`src/rtl/aes_axil_pkg.sv`:
```
// Register map, response codes and field encodings for the AES AXI4-Lite register file.
package aes_axil_pkg;

    localparam logic [7:0] OFF_CTRL   = 8'h00;
    localparam logic [7:0] OFF_MODE   = 8'h04;
    localparam logic [7:0] OFF_STATUS = 8'h08;
    localparam logic [7:0] OFF_KEY    = 8'h10;
    localparam logic [7:0] OFF_DIN    = 8'h20;
    localparam logic [7:0] OFF_IV     = 8'h30;
    localparam logic [7:0] OFF_DOUT   = 8'h40;

    localparam int CTRL_START_BIT   = 0;
    localparam int CTRL_ENC_DEC_BIT = 1;
    localparam int STATUS_BUSY_BIT  = 0;
    localparam int STATUS_DONE_BIT  = 1;

    localparam logic [1:0] RESP_OKAY   = 2'b00;
    localparam logic [1:0] RESP_SLVERR = 2'b10;

    localparam logic [2:0]  MODE_ECB  = 3'd0;
    localparam logic [2:0]  MODE_CBC  = 3'd1;
    localparam logic [2:0]  MODE_CTR  = 3'd2;
    localparam logic [31:0] MODE_MASK = 32'h0000_0007;

    localparam logic [1:0] ACC_NONE = 2'd0;
    localparam logic [1:0] ACC_RO   = 2'd1;
    localparam logic [1:0] ACC_RW   = 2'd2;

    typedef enum logic [2:0] {
        SEL_NONE,
        SEL_CTRL,
        SEL_MODE,
        SEL_STATUS,
        SEL_KEY,
        SEL_DIN,
        SEL_IV,
        SEL_DOUT
    } reg_sel_e;

    function automatic logic [31:0] apply_strb(input logic [31:0] old_v,
                                               input logic [31:0] new_v,
                                               input logic [3:0]  strb);
        logic [31:0] res;
        res = old_v;
        for (int b = 0; b < 4; b++) begin
            if (strb[b]) res[8*b +: 8] = new_v[8*b +: 8];
        end
        return res;
    endfunction

endpackage

```
`src/rtl/aes_axil_decode.sv`:
```
// Combinational address decode: byte address -> register select, bank word and access class.
// Address bits [1:0] are ignored; anything outside the map decodes to ACC_NONE.
module aes_axil_decode
    import aes_axil_pkg::*;
#(
    parameter int ADDR_W = 8
) (
    input  logic [ADDR_W-1:0] addr,
    output logic [2:0]        reg_sel,
    output logic [1:0]        word_idx,
    output logic [1:0]        acc
);

    logic [29:0] wa;
    reg_sel_e    sel;

    assign wa       = 30'(addr >> 2);
    assign word_idx = wa[1:0];
    assign reg_sel  = sel;

    always_comb begin
        sel = SEL_NONE;
        acc = ACC_NONE;
        if (wa[29:5] == '0) begin
            case (wa[4:2])
                3'd0: begin
                    case (wa[1:0])
                        2'd0:    sel = SEL_CTRL;
                        2'd1:    sel = SEL_MODE;
                        2'd2:    sel = SEL_STATUS;
                        default: sel = SEL_NONE;
                    endcase
                end
                3'd1:    sel = SEL_KEY;
                3'd2:    sel = SEL_DIN;
                3'd3:    sel = SEL_IV;
                3'd4:    sel = SEL_DOUT;
                default: sel = SEL_NONE;
            endcase
        end
        case (sel)
            SEL_NONE:            acc = ACC_NONE;
            SEL_STATUS, SEL_DOUT: acc = ACC_RO;
            default:             acc = ACC_RW;
        endcase
    end

endmodule

```
`src/rtl/aes_axil_regfile.sv`:
```
// AXI4-Lite register file for the AES core; write commits when AW and W are both held, B one cycle later.
// Read data registered at AR handshake, R one cycle later; each channel holds its response until ready.
module aes_axil_regfile
    import aes_axil_pkg::*;
#(
    parameter int ADDR_W = 8,
    parameter int DATA_W = 32
) (
    input  logic                clk,
    input  logic                resetn,
    input  logic [ADDR_W-1:0]   s_awaddr,
    input  logic                s_awvalid,
    output logic                s_awready,
    input  logic [DATA_W-1:0]   s_wdata,
    input  logic [DATA_W/8-1:0] s_wstrb,
    input  logic                s_wvalid,
    output logic                s_wready,
    output logic [1:0]          s_bresp,
    output logic                s_bvalid,
    input  logic                s_bready,
    input  logic [ADDR_W-1:0]   s_araddr,
    input  logic                s_arvalid,
    output logic                s_arready,
    output logic [DATA_W-1:0]   s_rdata,
    output logic [1:0]          s_rresp,
    output logic                s_rvalid,
    input  logic                s_rready,
    output logic [DATA_W-1:0]   ctrl_reg,
    output logic [DATA_W-1:0]   mode_reg,
    output logic [DATA_W-1:0]   base_key_reg [0:3],
    output logic [DATA_W-1:0]   data_in_mem  [0:3],
    output logic [DATA_W-1:0]   iv_in        [0:3],
    input  logic [DATA_W-1:0]   status_reg,
    input  logic [DATA_W-1:0]   data_out_mem [0:3]
);

    localparam logic W_IDLE = 1'b0;
    localparam logic W_RESP = 1'b1;
    localparam logic R_IDLE = 1'b0;
    localparam logic R_DATA = 1'b1;

    logic                rst_done;
    logic                w_state;
    logic                r_state;
    logic                aw_held;
    logic                w_held;
    logic [ADDR_W-1:0]   aw_addr_q;
    logic [DATA_W-1:0]   w_data_q;
    logic [DATA_W/8-1:0] w_strb_q;

    logic                aw_fire;
    logic                w_fire;
    logic                ar_fire;
    logic                do_wr;
    logic                wr_en;
    logic [ADDR_W-1:0]   wr_addr;
    logic [DATA_W-1:0]   wr_data;
    logic [DATA_W/8-1:0] wr_strb;
    logic [2:0]          wr_sel;
    logic [1:0]          wr_word;
    logic [1:0]          wr_acc;
    logic [2:0]          rd_sel;
    logic [1:0]          rd_word;
    logic [1:0]          rd_acc;
    logic [DATA_W-1:0]   rd_val;

    // Readies stay low until one full clock after reset is released.
    assign s_awready = rst_done && !aw_held && (w_state == W_IDLE);
    assign s_wready  = rst_done && !w_held  && (w_state == W_IDLE);
    assign s_arready = rst_done && (r_state == R_IDLE);
    assign s_bvalid  = (w_state == W_RESP);
    assign s_rvalid  = (r_state == R_DATA);

    assign aw_fire = s_awvalid && s_awready;
    assign w_fire  = s_wvalid && s_wready;
    assign ar_fire = s_arvalid && s_arready;

    assign wr_addr = aw_held ? aw_addr_q : s_awaddr;
    assign wr_data = w_held  ? w_data_q  : s_wdata;
    assign wr_strb = w_held  ? w_strb_q  : s_wstrb;
    assign do_wr   = (w_state == W_IDLE) && (aw_held || aw_fire) && (w_held || w_fire);
    assign wr_en   = do_wr && (wr_acc == ACC_RW);

    aes_axil_decode #(.ADDR_W(ADDR_W)) u_wr_decode (
        .addr     (wr_addr),
        .reg_sel  (wr_sel),
        .word_idx (wr_word),
        .acc      (wr_acc)
    );

    aes_axil_decode #(.ADDR_W(ADDR_W)) u_rd_decode (
        .addr     (s_araddr),
        .reg_sel  (rd_sel),
        .word_idx (rd_word),
        .acc      (rd_acc)
    );

    always_ff @(posedge clk) begin
        if (!resetn) begin
            rst_done  <= 1'b0;
            w_state   <= W_IDLE;
            aw_held   <= 1'b0;
            w_held    <= 1'b0;
            aw_addr_q <= '0;
            w_data_q  <= '0;
            w_strb_q  <= '0;
            s_bresp   <= RESP_OKAY;
        end else begin
            rst_done <= 1'b1;
            case (w_state)
                W_IDLE: begin
                    if (do_wr) begin
                        aw_held <= 1'b0;
                        w_held  <= 1'b0;
                        s_bresp <= (wr_acc == ACC_RW) ? RESP_OKAY : RESP_SLVERR;
                        w_state <= W_RESP;
                    end else begin
                        if (aw_fire) begin
                            aw_held   <= 1'b1;
                            aw_addr_q <= s_awaddr;
                        end
                        if (w_fire) begin
                            w_held   <= 1'b1;
                            w_data_q <= s_wdata;
                            w_strb_q <= s_wstrb;
                        end
                    end
                end
                default: begin
                    if (s_bready) w_state <= W_IDLE;
                end
            endcase
        end
    end

    always_ff @(posedge clk) begin
        if (!resetn) begin
            ctrl_reg <= '0;
            mode_reg <= '0;
            for (int i = 0; i < 4; i++) begin
                base_key_reg[i] <= '0;
                data_in_mem[i]  <= '0;
                iv_in[i]        <= '0;
            end
        end else if (wr_en) begin
            case (wr_sel)
                SEL_CTRL: ctrl_reg <= apply_strb(ctrl_reg, wr_data, wr_strb);
                SEL_MODE: mode_reg <= apply_strb(mode_reg, wr_data, wr_strb) & MODE_MASK;
                SEL_KEY:  base_key_reg[wr_word] <= apply_strb(base_key_reg[wr_word], wr_data, wr_strb);
                SEL_DIN:  data_in_mem[wr_word]  <= apply_strb(data_in_mem[wr_word], wr_data, wr_strb);
                SEL_IV:   iv_in[wr_word]        <= apply_strb(iv_in[wr_word], wr_data, wr_strb);
                default:  ;
            endcase
        end
    end

    // Sampled before the write path's update lands, so a same-cycle read sees the old value.
    always_comb begin
        rd_val = '0;
        case (rd_sel)
            SEL_CTRL:   rd_val = ctrl_reg;
            SEL_MODE:   rd_val = mode_reg;
            SEL_STATUS: rd_val = status_reg;
            SEL_KEY:    rd_val = base_key_reg[rd_word];
            SEL_DIN:    rd_val = data_in_mem[rd_word];
            SEL_IV:     rd_val = iv_in[rd_word];
            SEL_DOUT:   rd_val = data_out_mem[rd_word];
            default:    rd_val = '0;
        endcase
    end

    always_ff @(posedge clk) begin
        if (!resetn) begin
            r_state <= R_IDLE;
            s_rdata <= '0;
            s_rresp <= RESP_OKAY;
        end else begin
            case (r_state)
                R_IDLE: begin
                    if (ar_fire) begin
                        s_rdata <= rd_val;
                        s_rresp <= (rd_acc == ACC_NONE) ? RESP_SLVERR : RESP_OKAY;
                        r_state <= R_DATA;
                    end
                end
                default: begin
                    if (s_rready) r_state <= R_IDLE;
                end
            endcase
        end
    end

endmodule
```
`config.mk`:
```
export PLATFORM = sky130hd
export DESIGN_NAME = aes_axil_regfile
export DESIGN_NICKNAME = d
export VERILOG_FILES = /design/src/rtl/aes_axil_pkg.sv /design/src/rtl/aes_axil_decode.sv /design/src/rtl/aes_axil_regfile.sv
export SDC_FILE = /design/constraint.sdc
export NUM_CORES = 1
export LEC_CHECK = 0
export ABC_AREA = 1
export BUFFER_PORTS_ARGS = -buffer_cell sky130_fd_sc_hd__clkbuf_2
export CAP_MARGIN = 10
export CORE_AREA = 5 5 275 277
export CTS_BUF_LIST = sky130_fd_sc_hd__clkbuf_4 sky130_fd_sc_hd__clkbuf_8
export DETAILED_ROUTE_END_ITERATION = 7
export DIE_AREA = 0 0 280 282
export GPL_ROUTABILITY_DRIVEN = 1
export MAX_ROUTING_LAYER = met4
export SETUP_SLACK_MARGIN = 0.5
export SLEW_MARGIN = 20
export SYNTH_ARGS = -nofsm -noshare
export SYNTH_HDL_FRONTEND = slang
export SYNTH_SLANG_ARGS = --single-unit
```
`constraint.sdc`:
```
create_clock -name clk -period 5.1 [get_ports clk]
set_input_delay 0.51 -clock clk [delete_from_list [all_inputs] [get_ports clk]]
set_output_delay 0.51 -clock clk [all_outputs]
set_load 0.05 [all_outputs]
```
==> out/metrics.cfg <==
[die]
core_area_sq_um = 72600
die-width_microns = 280
die_height_microns = 282
rows = 99
initial_utilization_pct = 37.2
io_pins = 708
design.die.area_sq_um = 79000

[min_path]
worstHoldPathCells = 4
whs_endpoint = s_rvalid
hold_start = s_rready
min-delay-path-class = in2reg

[clock_network]
clock-sinks = 500
cts_setup_buffers = 0
cts_max_level = 3
clk_latency_ns = 0.74
cts_buffers = 94
cts_root_buf = clkbuf_8
ctsLongestPathBuffers = 3
cts-hold-fix-buffers = 24
cts_tree = yes
post_cts_resized = 0
clkSlewWorstSetupHoldPaths_ns = 0.06

[timing]
slew_viol_final = 0
tightest_slew_ns = 1.00
setup_tns_ns = 0
rsz0062_at_grt = no
worst_hold_slack_ns = 0.0590
finalCritPeriodShare_pct = 74.5
hold_viol_final = 0
setup_slack_ns = 1.30
fmax_mhz = 263
max_slew_margin_pct = 33.1
setup_viol = 0
period_minus_slack_ns = 3.80
fin_skew_ns = 0.0785

[final_layout]
fillers = 7812
final_util_pct = 45.5
final_common_cell = nand2_1
design_area_sq_um = 33000
nets = 4938
syn_to_final_growth_pct = 22.2
seqCellArea_sq_um = 10000
final_cell_mix = 865 x nand2_1, 729 x o21ai_0, 717 x a21oi_1
stdcell_count = 5756
multi_input_area_sq_um = 14400
final_layout_size_suffix_gt1_share_pct = 20.2

[power_and_ir_drop]
p_leak_nw = 14.0
power_mw = 10.0
power.density_nw_per_um2 = 304
peakVddDrop_uv = 203

[synth]
yosys_warnings = 0
synthAdderAreaFrac_pct = 0.278
synth_flop_cell = dfxtp_1
ys_seq_area_share_pct = 37.1
yosys.area_share.simple_pct = 21.2
synth_top_family_by_area = compound AO/OA/AOI/OAI gates
synth_edf_count = 0
synthArstFlopShare_pct = 0
postSynthAreaPerCell_sq_um = 6.42
syn_area_sq_um = 27000
synth.area.mux_share_pct = 1.30
ys_ff_latch = 500
synth_xor_area_share_pct = 0
synth_compound_area_share_pct = 29.7
synthCells = 4207
synth_cell_type_count = 30

[placement]
numPortBuffers = 672
dp.cells = 5552
routabilityCongestion = 0.927
dpl_cell_area_sq_um = 30700
place_ws_ns = 1.22
place_hpwl_microns = 102000

[drt]
wirelength_microns = 145000
vias_per_cell = 5.51
wire_per_inst_microns = 25.2
drt_iter0_markers = 3594
wl_met3_microns = 14900
postRouteAntennaNets = 0
highest_layer = met4
wl_met2_microns = 64700
drc = 0
met1_length_microns = 57200
firstDrtPassIters = 6
dr_total_vias = 31742

[worst_setup_path]
arrival_ns = 4.43
endpoint_kind = flop
critPathKind = reg2reg
cp.required_ns = 5.73
r2r_cells = 13
crit_fanout = 34
critPathLaunchType = flop
r2r_slack_ns = 1.30
timing.rr.start = aw_held
r2r-end = iv_in[93]

[global_routing]
grt_pass1_vias = 28023
antenna_found_initial = 18
overflow = 0
track_usage_pct = 35.6
grt_max_degree = 199
grt_first_pass_wirelength_microns = 202000

[outcome]
outcome = completed

[run]
drv_cap = 0

[kinds of logic after synthesis]
group	after synthesis
AOI/OAI and AO/OA	1562
adders and majority gates	6
buffers and inverters	687
DFF	500
muxes	35
other	1
and+or+nand+nor	1416
[final cells by class]
type / instances / area share (%)
Multi-Input combinational cell: 3050 / 43.6
Sequential cell: 500 / 30.3
Timing Repair Buffer: 744 / 12.4
Clock buffer: 153 / 5.76
Inverter: 323 / 3.74
Tap cell: 959 / 3.64
Clock inverter: 11 / 0.383
Antenna cell: 16 / 0.121
[routing by layer]
| layer | up-vias | track usage [%] |
|---|---|---|
| met5 | - | - |
| met1 | 14684 | 44.0 |
| met2 | 1763 | 54.3 |
| met3 | 302 | 8.54 |
| li1 | 14993 | - |
| met4 | 0 | 18.1 |
[worst max-delay path, stage by stage (launching register included)]
cell      delay [ns]
dfxtp_1         0.43
inv_1           0.21
nand2_1         0.12
nand2_4         0.32
clkinv_1        0.17
ha_1            0.35
nand3_1         0.10
nand3_1         0.10
nand3_1         0.19
nor2_4          0.24
nand2_2         0.55
inv_2           0.65
nand2_1         0.12
a21oi_1         0.14
[Yosys cell counts (all sizes together), types with 3 or more instances]
cell    number  area share, %
or2         33           0.76
o22ai       32           0.74
nand4       12           0.28
clkbuf     247            3.4
nor3         5           0.13
clkinv       3          0.042
dfxtp      500             37
mux2i       35            1.3
ha           6           0.28
o211ai      64            1.8
nor2       340            5.0
a21oi      717             13
inv        320            4.4
nand3      145            2.7
nand2      881             12
o21ai      747             14
buf        117            2.5
[power breakdown]
group	switching [mW]	leakage [nW]	internal, mW
logic	1.31	8.86	0.420
registers	0.0356	4.03	3.96
clock network	1.89	1.08	2.40
[worst max-delay path by stage]
stage,startpoint,end
after CTS,aw_held,iv_in[88]
after global placement,s_araddr[2],s_rdata[2]
final,aw_held,iv_in[93]
after floorplan,s_araddr[2],s_rdata[31]
after global routing,aw_held,iv_in[87]
after detailed placement,s_araddr[2],s_rdata[2]
No activity file was read; power rests on OpenSTA's default activity.
